==> src/rtl/fb_port_arbiter.sv <==
// Framebuffer port arbiter: scan-out reads own the RAM port while display_en is
// high; two writer clients share it round-robin during blanking.
module fb_port_arbiter #(
  parameter int SCREEN_WIDTH  = 640,
  parameter int SCREEN_HEIGHT = 480,
  parameter int ADDR_W        = 19,
  parameter int DATA_W        = 8
) (
  input  logic                  clk,
  input  logic                  reset,
  input  logic                  display_en,
  input  logic [9:0]            xcoord,
  input  logic [9:0]            ycoord,
  input  logic [1:0]            wr_req,
  input  logic [2*ADDR_W-1:0]   wr_addr,
  input  logic [2*DATA_W-1:0]   wr_data,
  output logic [1:0]            wr_gnt,
  output logic [ADDR_W-1:0]     mem_addr,
  output logic                  mem_we,
  output logic [DATA_W-1:0]     mem_wdata,
  input  logic [DATA_W-1:0]     mem_rdata,
  output logic [DATA_W-1:0]     pix_data,
  output logic                  pix_valid,
  output logic [7:0]            drop_cnt
);

  localparam logic [ADDR_W:0] FB_SIZE = (ADDR_W+1)'(SCREEN_WIDTH * SCREEN_HEIGHT);

  typedef enum logic [1:0] {
    SLOT_IDLE  = 2'd0,
    SLOT_SCAN  = 2'd1,
    SLOT_WRITE = 2'd2
  } slot_e;

  slot_e               slot_s;
  logic [1:0]          elig_s;
  logic                pick_s;
  logic                in_range_s;
  logic [ADDR_W-1:0]   scan_addr_s;
  logic [ADDR_W-1:0]   sel_addr_s;
  logic [DATA_W-1:0]   sel_data_s;
  logic                rr_ptr_r;
  logic                scan_d1_r;
  logic                scan_d2_r;

  assign scan_addr_s = ADDR_W'(ycoord) * ADDR_W'(SCREEN_WIDTH) + ADDR_W'(xcoord);

  // Per-cycle slot decision; a client granted last cycle sits out this one.
  always_comb begin
    elig_s = wr_req & ~wr_gnt;
    slot_s = SLOT_IDLE;
    pick_s = 1'b0;
    if (display_en) begin
      slot_s = SLOT_SCAN;
    end else if (elig_s != 2'b00) begin
      slot_s = SLOT_WRITE;
      if (elig_s == 2'b11) begin
        pick_s = rr_ptr_r;
      end else begin
        pick_s = elig_s[1];
      end
    end else begin
      slot_s = SLOT_IDLE;
    end
    sel_addr_s = pick_s ? wr_addr[2*ADDR_W-1:ADDR_W] : wr_addr[ADDR_W-1:0];
    sel_data_s = pick_s ? wr_data[2*DATA_W-1:DATA_W] : wr_data[DATA_W-1:0];
    in_range_s = ({1'b0, sel_addr_s} < FB_SIZE);
  end

  // Registered RAM port, grants, pixel pipeline and drop counter.
  always_ff @(posedge clk or negedge reset) begin
    if (!reset) begin
      mem_addr  <= {ADDR_W{1'b0}};
      mem_we    <= 1'b0;
      mem_wdata <= {DATA_W{1'b0}};
      wr_gnt    <= 2'b00;
      pix_data  <= {DATA_W{1'b0}};
      pix_valid <= 1'b0;
      scan_d1_r <= 1'b0;
      scan_d2_r <= 1'b0;
      drop_cnt  <= 8'd0;
      rr_ptr_r  <= 1'b0;
    end else begin
      scan_d1_r <= (slot_s == SLOT_SCAN);
      scan_d2_r <= scan_d1_r;
      pix_valid <= scan_d2_r;
      pix_data  <= scan_d2_r ? mem_rdata : {DATA_W{1'b0}};
      case (slot_s)
        SLOT_SCAN: begin
          mem_addr <= scan_addr_s;
          mem_we   <= 1'b0;
          wr_gnt   <= 2'b00;
        end
        SLOT_WRITE: begin
          mem_addr  <= sel_addr_s;
          mem_wdata <= sel_data_s;
          mem_we    <= in_range_s;
          wr_gnt    <= pick_s ? 2'b10 : 2'b01;
          rr_ptr_r  <= ~pick_s;
          // Out-of-range writes are still granted so the client can move on.
          if (!in_range_s && (drop_cnt != 8'hFF)) begin
            drop_cnt <= drop_cnt + 8'd1;
          end
        end
        default: begin
          mem_we <= 1'b0;
          wr_gnt <= 2'b00;
        end
      endcase
    end
  end

endmodule

==> config.mk <==
export PLATFORM = sky130hd
export DESIGN_NAME = fb_port_arbiter
export DESIGN_NICKNAME = d
export VERILOG_FILES = /design/src/rtl/fb_port_arbiter.sv
export SDC_FILE = /design/constraint.sdc
export NUM_CORES = 1
export LEC_CHECK = 0
export CAP_MARGIN = 10
export CORE_ASPECT_RATIO = 1.25
export CORE_MARGIN = 8
export CORE_UTILIZATION = 30
export DETAILED_ROUTE_END_ITERATION = 16
export GPL_TIMING_DRIVEN = 0
export MAX_ROUTING_LAYER = met4
export PLACE_DENSITY = 0.72
export SYNTH_ARGS = -nofsm -noshare
export SYNTH_HDL_FRONTEND = slang
export SYNTH_SLANG_ARGS = --single-unit
==> constraint.sdc <==
create_clock -name clk -period 2.15 [get_ports clk]
set_clock_uncertainty 0.1 [all_clocks]
set_input_delay 0.215 -clock clk [delete_from_list [all_inputs] [get_ports clk]]
set_output_delay 0.215 -clock clk [all_outputs]
set_load 0.01 [all_outputs]
==> flow_summary.ini, run 1 <==
[outcome]
status = complete, but fails checks
violations = setup timing

[finish]
final_layout_size_suffix_gt1_share_pct = 19.1
final_cell_count_no_fill = 595
syn_to_final_growth_pct = 70.1
nNetsFinal = 574
nFillCells = 920
layout_common_cells = 120 x clkdlybuf4s50_1, 50 x dfrtp_1, 37 x nor2_1, 26 x mux2i_1, 24 x a21oi_1
final_common_cell = clkdlybuf4s50_1
diodes = 0

[floorplan]
coreArea_mm2 = 0.0101
rows = 41
die_h_um = 129
initial_core_util_pct = 30.5
dieArea_mm2 = 0.0137
pin_count = 134
die_w_um = 106

[cts]
cts_sinks = 50
cts.clk_slew.worst_paths_ns = 0.07
root_buffer = clkbuf_16
clk_latency_ns = 0.29
cts_tree = built
cts_buffers = 5
clockBufferDepth = 2
cts-htree-levels = 2

[synth]
synth_seq_cells = 50
seq_area_frac_synth_pct = 40.7
ys_warn_count = 0
synth_nets = 413
synth_edf_count = 0
synthArstFlopShare_pct = 100
netlist_instances = 304
synth.top_cell.area_share_pct = 40.7
syn_area_mm2 = 0.00307
synth_ff_type = dfrtp_1
syn_area_per_cell_um2 = 10.1
synth_area_leaders = dfrtp_1 41%, mux2i_1 8.5%, ha_1 8.1%
yosys.area.top_type = dfrtp_1
ys_types = 50

[routing]
vias = 2872
antenna_left = 0
finalWirelength_mm = 10.0
wl_per_cell_um = 16.8
drtIter0Drc = 86
dr.pass1.iters = 4
via_per_inst = 4.83
drcViolationCount = 0

[worst_setup_path]
critPathMaxStageDelay_ns = 0.41
crit_path_cell_trace = buf_8 > ha_4 > ha_4 > fa_2 > a211oi_4 > nor2_1 > xor2_2 > nand3_2 > a2111o_1 > nand3_1
cp_max_fo = 3
criticalPathCategory = in2reg
arrival_ns = 2.36
cp_common_cell = ha_4
cp.required_ns = 2.28
start_kind = primary input
crit_path_top_delay_cell = a2111o_1
end_kind = flop

[timing]
hold_viol = 0
setup_ws_ns = -0.0866
slew_headroom_pct = 54.8
slew_viol_final = 0
fin_crit_ns = 2.24
grt_setup_unrepaired = yes
holdWs_ns = 0.233
tightestPinTransition_ns = 0.678
fmaxAchievable_ghz = 0.447
finalSetupViolations = 2
finalCritPeriodShare_pct = 104

[placement]
dp_slack_ns = -0.895
io_buffers = 132
place_inst = 566
dp_hpwl_mm = 7.86
finalWeightedCongestion = 0.797

[global_routing]
grt_antenna_before_repair = 0
grt_pass1_vias = 3114
grt_pass1_wl_mm = 15.6
grt_util_all_layers_pct = 14.6
grt.overflow.total = 0
grt_max_degree = 30

[power_and_ir_drop]
power_density_mw_per_mm2 = 675
peakVddDrop_mv = 0.346
leakage_uw = 0.00217

[hold_path]
hp-class = in2reg

[run]
cap_violations = 0
## what timing repair did
item,4_1_cts,5_1_grt
resized for setup,57,16
hold buffers,1,0
buffers inserted,13,7
cloned,0,0
setup endpoints to repair,8,15
hold endpoints to repair,28,0
pin swaps,28,17
## cells in the mapped netlist, types with 2 or more instances
master    instances
xnor2_1           9
nand2_1          12
o21ai_0           9
nand3b_1          2
nor3_1            2
a21oi_1          24
fa_1              2
nand4_1           4
a21o_1           12
mux2i_1          26
dfrtp_1          50
xor2_1           10
nor2b_1           4
clkbuf_1         11
a211oi_1          9
buf_2             2
and3_1            5
nor3b_1           2
and2_1            8
nand2b_1          3
a211o_1           3
ha_1             20
o211ai_1          6
inv_1             5
nor2_1           37
nand3_1           3
## cell families after synthesis
kind of cell / count (synthesis) / share of synthesized area, %
AND/OR/NAND/NOR: 91 / 15.7
AO/OA/AOI/OAI: 75 / 16.8
flip-flops: 50 / 40.7
multiplexers: 27 / 8.84
adder cells (fa/ha/maj): 22 / 9.45
XOR/XNOR: 20 / 5.95
buffers and inverters: 19 / 2.53
## state kept, by name (all words and copies together) (netlist names), 2 cells and up
signal and count:
mem_addr 19, drop_cnt 8, mem_wdata 8, pix_data 8, wr_gnt 2
## final cells by class
| cell class | instances | area (um^2) | share of cell area, % |
|---|---|---|---|
| timing repair buffer | 154 | 1490 | 28.5 |
| clock inverter | 3 | 43.8 | 0.838 |
| multi-input combinational | 235 | 2070 | 39.6 |
| tap | 129 | 161 | 3.09 |
| inverter | 5 | 18.8 | 0.359 |
| clock buffer | 5 | 125 | 2.40 |
| buffer | 14 | 63.8 | 1.22 |
| sequential | 50 | 1250 | 24.0 |
## final timing paths
| kind | slack [ns] | endpoint | cells after the start | from |
|---|---|---|---|---|
| max | -0.09 | mem_addr[18] | 10 | ycoord[3] |
| max in group asynchronous | 1.00 | mem_wdata[4] | 3 | reset |
| min | 0.23 | mem_addr[7] | 3 | ycoord[0] |
| max reg2reg | 0.17 | drop_cnt[1] | 7 | wr_gnt[1] |
| min reg2reg | 0.25 | scan_d2_r | 0 | scan_d1_r |
| min in group asynchronous | 0.41 | pix_data[0] | 2 | reset |
## critical path: cells and delay by family
| kind | cells | cell delay, ns |
|---|---|---|
| AO/OA/AOI/OAI | 2 | 0.68 |
| XOR/XNOR | 1 | 0.24 |
| adder cells (fa/ha/maj) | 3 | 0.78 |
| buffers and inverters | 1 | 0.10 |
| AND/OR/NAND/NOR | 3 | 0.34 |
## metrics by stage
step | instance area (um^2) | power (uW) | setup TNS, ns | util, %
floorplan | 3200 | 1850 | -0.136 | -
global route | 5220 | 3730 | -0.617 | 52.0
detailed placement | 4710 | 2490 | -7.46 | 46.8
CTS | 5130 | 3500 | -0.0371 | 51.0
finish | 5220 | 3520 | -0.146 | 52.0
global placement | 4690 | 2460 | -40.77 | 46.6
## routing by layer
metal | up-vias | share of wire [%] | global-route usage [%]
li1 | 1404 | - | -
met1 | 1354 | 38 | 14.8
met2 | 99 | 54 | 26.7
met3 | 15 | 6.7 | 3.78
met4 | 0 | 2.1 | 4.98
met5 | - | 0 | -
## power by group
part,switching [uW],internal [uW],total [uW]
logic,637,799,1440
registers,111,1090,1200
clock network,339,551,890
(Power assumes the default switching activity.)
==> inputs of run 2 (changes only) <==
SKIP_CTS_REPAIR_TIMING = 1   (was default)
SKIP_LAST_GASP = 1   (was default)
==> flow_summary.ini, run 2 (synthesis results as in run 1) <==
[floorplan]
die_h_um = 129
pin_count = 134
dieArea_mm2 = 0.0137
initial_core_util_pct = 30.5
die_w_um = 106
coreArea_mm2 = 0.0101
rows = 41

[worst_setup_path]
cp.required_ns = 2.21
end_kind = flop
critPathMaxStageDelay_ns = 0.38
crit_family = adder cells
criticalPathCategory = in2reg
path_buf_inv = 2
start_kind = primary input
crit_path_top_delay_cell = fa_2
cp_common_cell = ha_4
crit_path_cell_trace = buf_8 > ha_4 > ha_4 > fa_2 > a211oi_4 > nor2_2 > xor2_2 > buf_4 > nand4b_1 > xnor2_1 > a21oi_1
cp_max_fo = 4
arrival_ns = 2.29

[routing]
wl_per_cell_um = 16.7
antenna_left = 0
drcViolationCount = 0
vias = 2839
via_per_inst = 4.84
wl_met2_mm = 5.22
highest_layer = met4
wl_met3_um = 648
finalWirelength_mm = 9.79
drtIter0Drc = 95
wl_met1_mm = 3.76
dr.pass1.iters = 6

[cts]
cts-htree-levels = 2
cts_sinks = 50
clk_latency_ns = 0.29
root_buffer = clkbuf_16
cts_tree = built
clockBufferDepth = 2
cts_buffers = 5
cts.clk_slew.worst_paths_ns = 0.06

[finish]
syn_to_final_growth_pct = 65.9
layout_common_cells = 120 x clkdlybuf4s50_1, 50 x dfrtp_1, 36 x nor2_1, 26 x mux2i_1, 24 x a21oi_1
final_area_mm2 = 0.00509
final_layout_size_suffix_gt1_share_pct = 16.2
final_common_cell = clkdlybuf4s50_1
max_flop_register = mem_addr
nNetsFinal = 565
largest_reg_flops = 19
diodes = 0
nFillCells = 938
post-route-util_pct = 50.7

[hold_path]
hp-class = in2reg

[outcome]
status = complete, but fails checks
violations = setup timing

[power_and_ir_drop]
peakVddDrop_mv = 0.345
leakage_uw = 0.00216
power_density_mw_per_mm2 = 675

[timing]
grt_setup_unrepaired = yes
setup_ws_ns = -0.0853
fmaxAchievable_ghz = 0.447
slew_headroom_pct = 55.0
slew_viol_final = 0
hold_viol = 0
finalCritPeriodShare_pct = 104
fin_crit_ns = 2.24
finalSetupViolations = 2
tightestPinTransition_ns = 0.675

[placement]
finalWeightedCongestion = 0.797
dpl_cell_area_mm2 = 0.00471
io_buffers = 132
dp_slack_ns = -0.895
dp_hpwl_mm = 7.86

[global_routing]
grt_pass1_vias = 2964
grt_antenna_before_repair = 0
grt.overflow.total = 0
grt_pass1_wl_mm = 14.9
grt_util_all_layers_pct = 13.9
grt_max_degree = 30

[run]
cap_violations = 0
[run 2: final timing paths]
| kind | from | endpoint | slack, ns | cells past startpoint |
|---|---|---|---|---|
| max in group asynchronous | reset | mem_wdata[4] | 1.00 | 3 |
| worst max-delay path | ycoord[3] | mem_addr[17] | -0.09 | 11 |
| worst max register to register | wr_gnt[1] | drop_cnt[1] | 0.17 | 7 |
| worst min-delay path | xcoord[7] | mem_addr[7] | 0.22 | 3 |
| worst min register to register | scan_d1_r | scan_d2_r | 0.25 | 0 |
| min in group asynchronous | reset | pix_data[0] | 0.41 | 2 |
[run 2: through the flow]
stage	power, uW	instances	hold slack (ns)	setup TNS [ns]
floorplan	1850	304	-0.181	-0.136
global placement	2460	565	0.235	-40.77
detailed placement	2490	566	0.193	-7.46
CTS	3400	574	-0.121	-2.30
global route	3640	586	0.257	-0.380
finish	3440	586	0.219	-0.155
[run 2: where the power goes]
part           internal, uW  switching (uW)  total, uW
logic                   748             607       1350
clock network           550             335        885
registers              1090             112       1200
total                  2390            1050       3440
[run 2: worst min-delay path: cells and delay by family]
family                     cells  cell delay, ns
adders and majority gates      1            0.16
buffers and inverters          1            0.10
AOI/OAI and AO/OA              1            0.11
[run 2: cell type report]
type / instances / area (um^2) / area share, %
Buffer: 14 / 63.8 / 1.25
Timing Repair Buffer: 145 / 1440 / 28.3
Inverter: 5 / 18.8 / 0.368
Clock inverter: 3 / 43.8 / 0.860
Tap cell: 129 / 161 / 3.17
Clock buffer: 5 / 125 / 2.46
Sequential cell: 50 / 1250 / 24.6
Multi-Input combinational cell: 235 / 1990 / 39.0
[run 2: per-layer routing]
| layer | vias up | track usage, % |
|---|---|---|
| met5 | - | - |
| met4 | 0 | 4.23 |
| met3 | 13 | 3.83 |
| met2 | 96 | 25.3 |
| met1 | 1339 | 14.3 |
| li1 | 1391 | - |
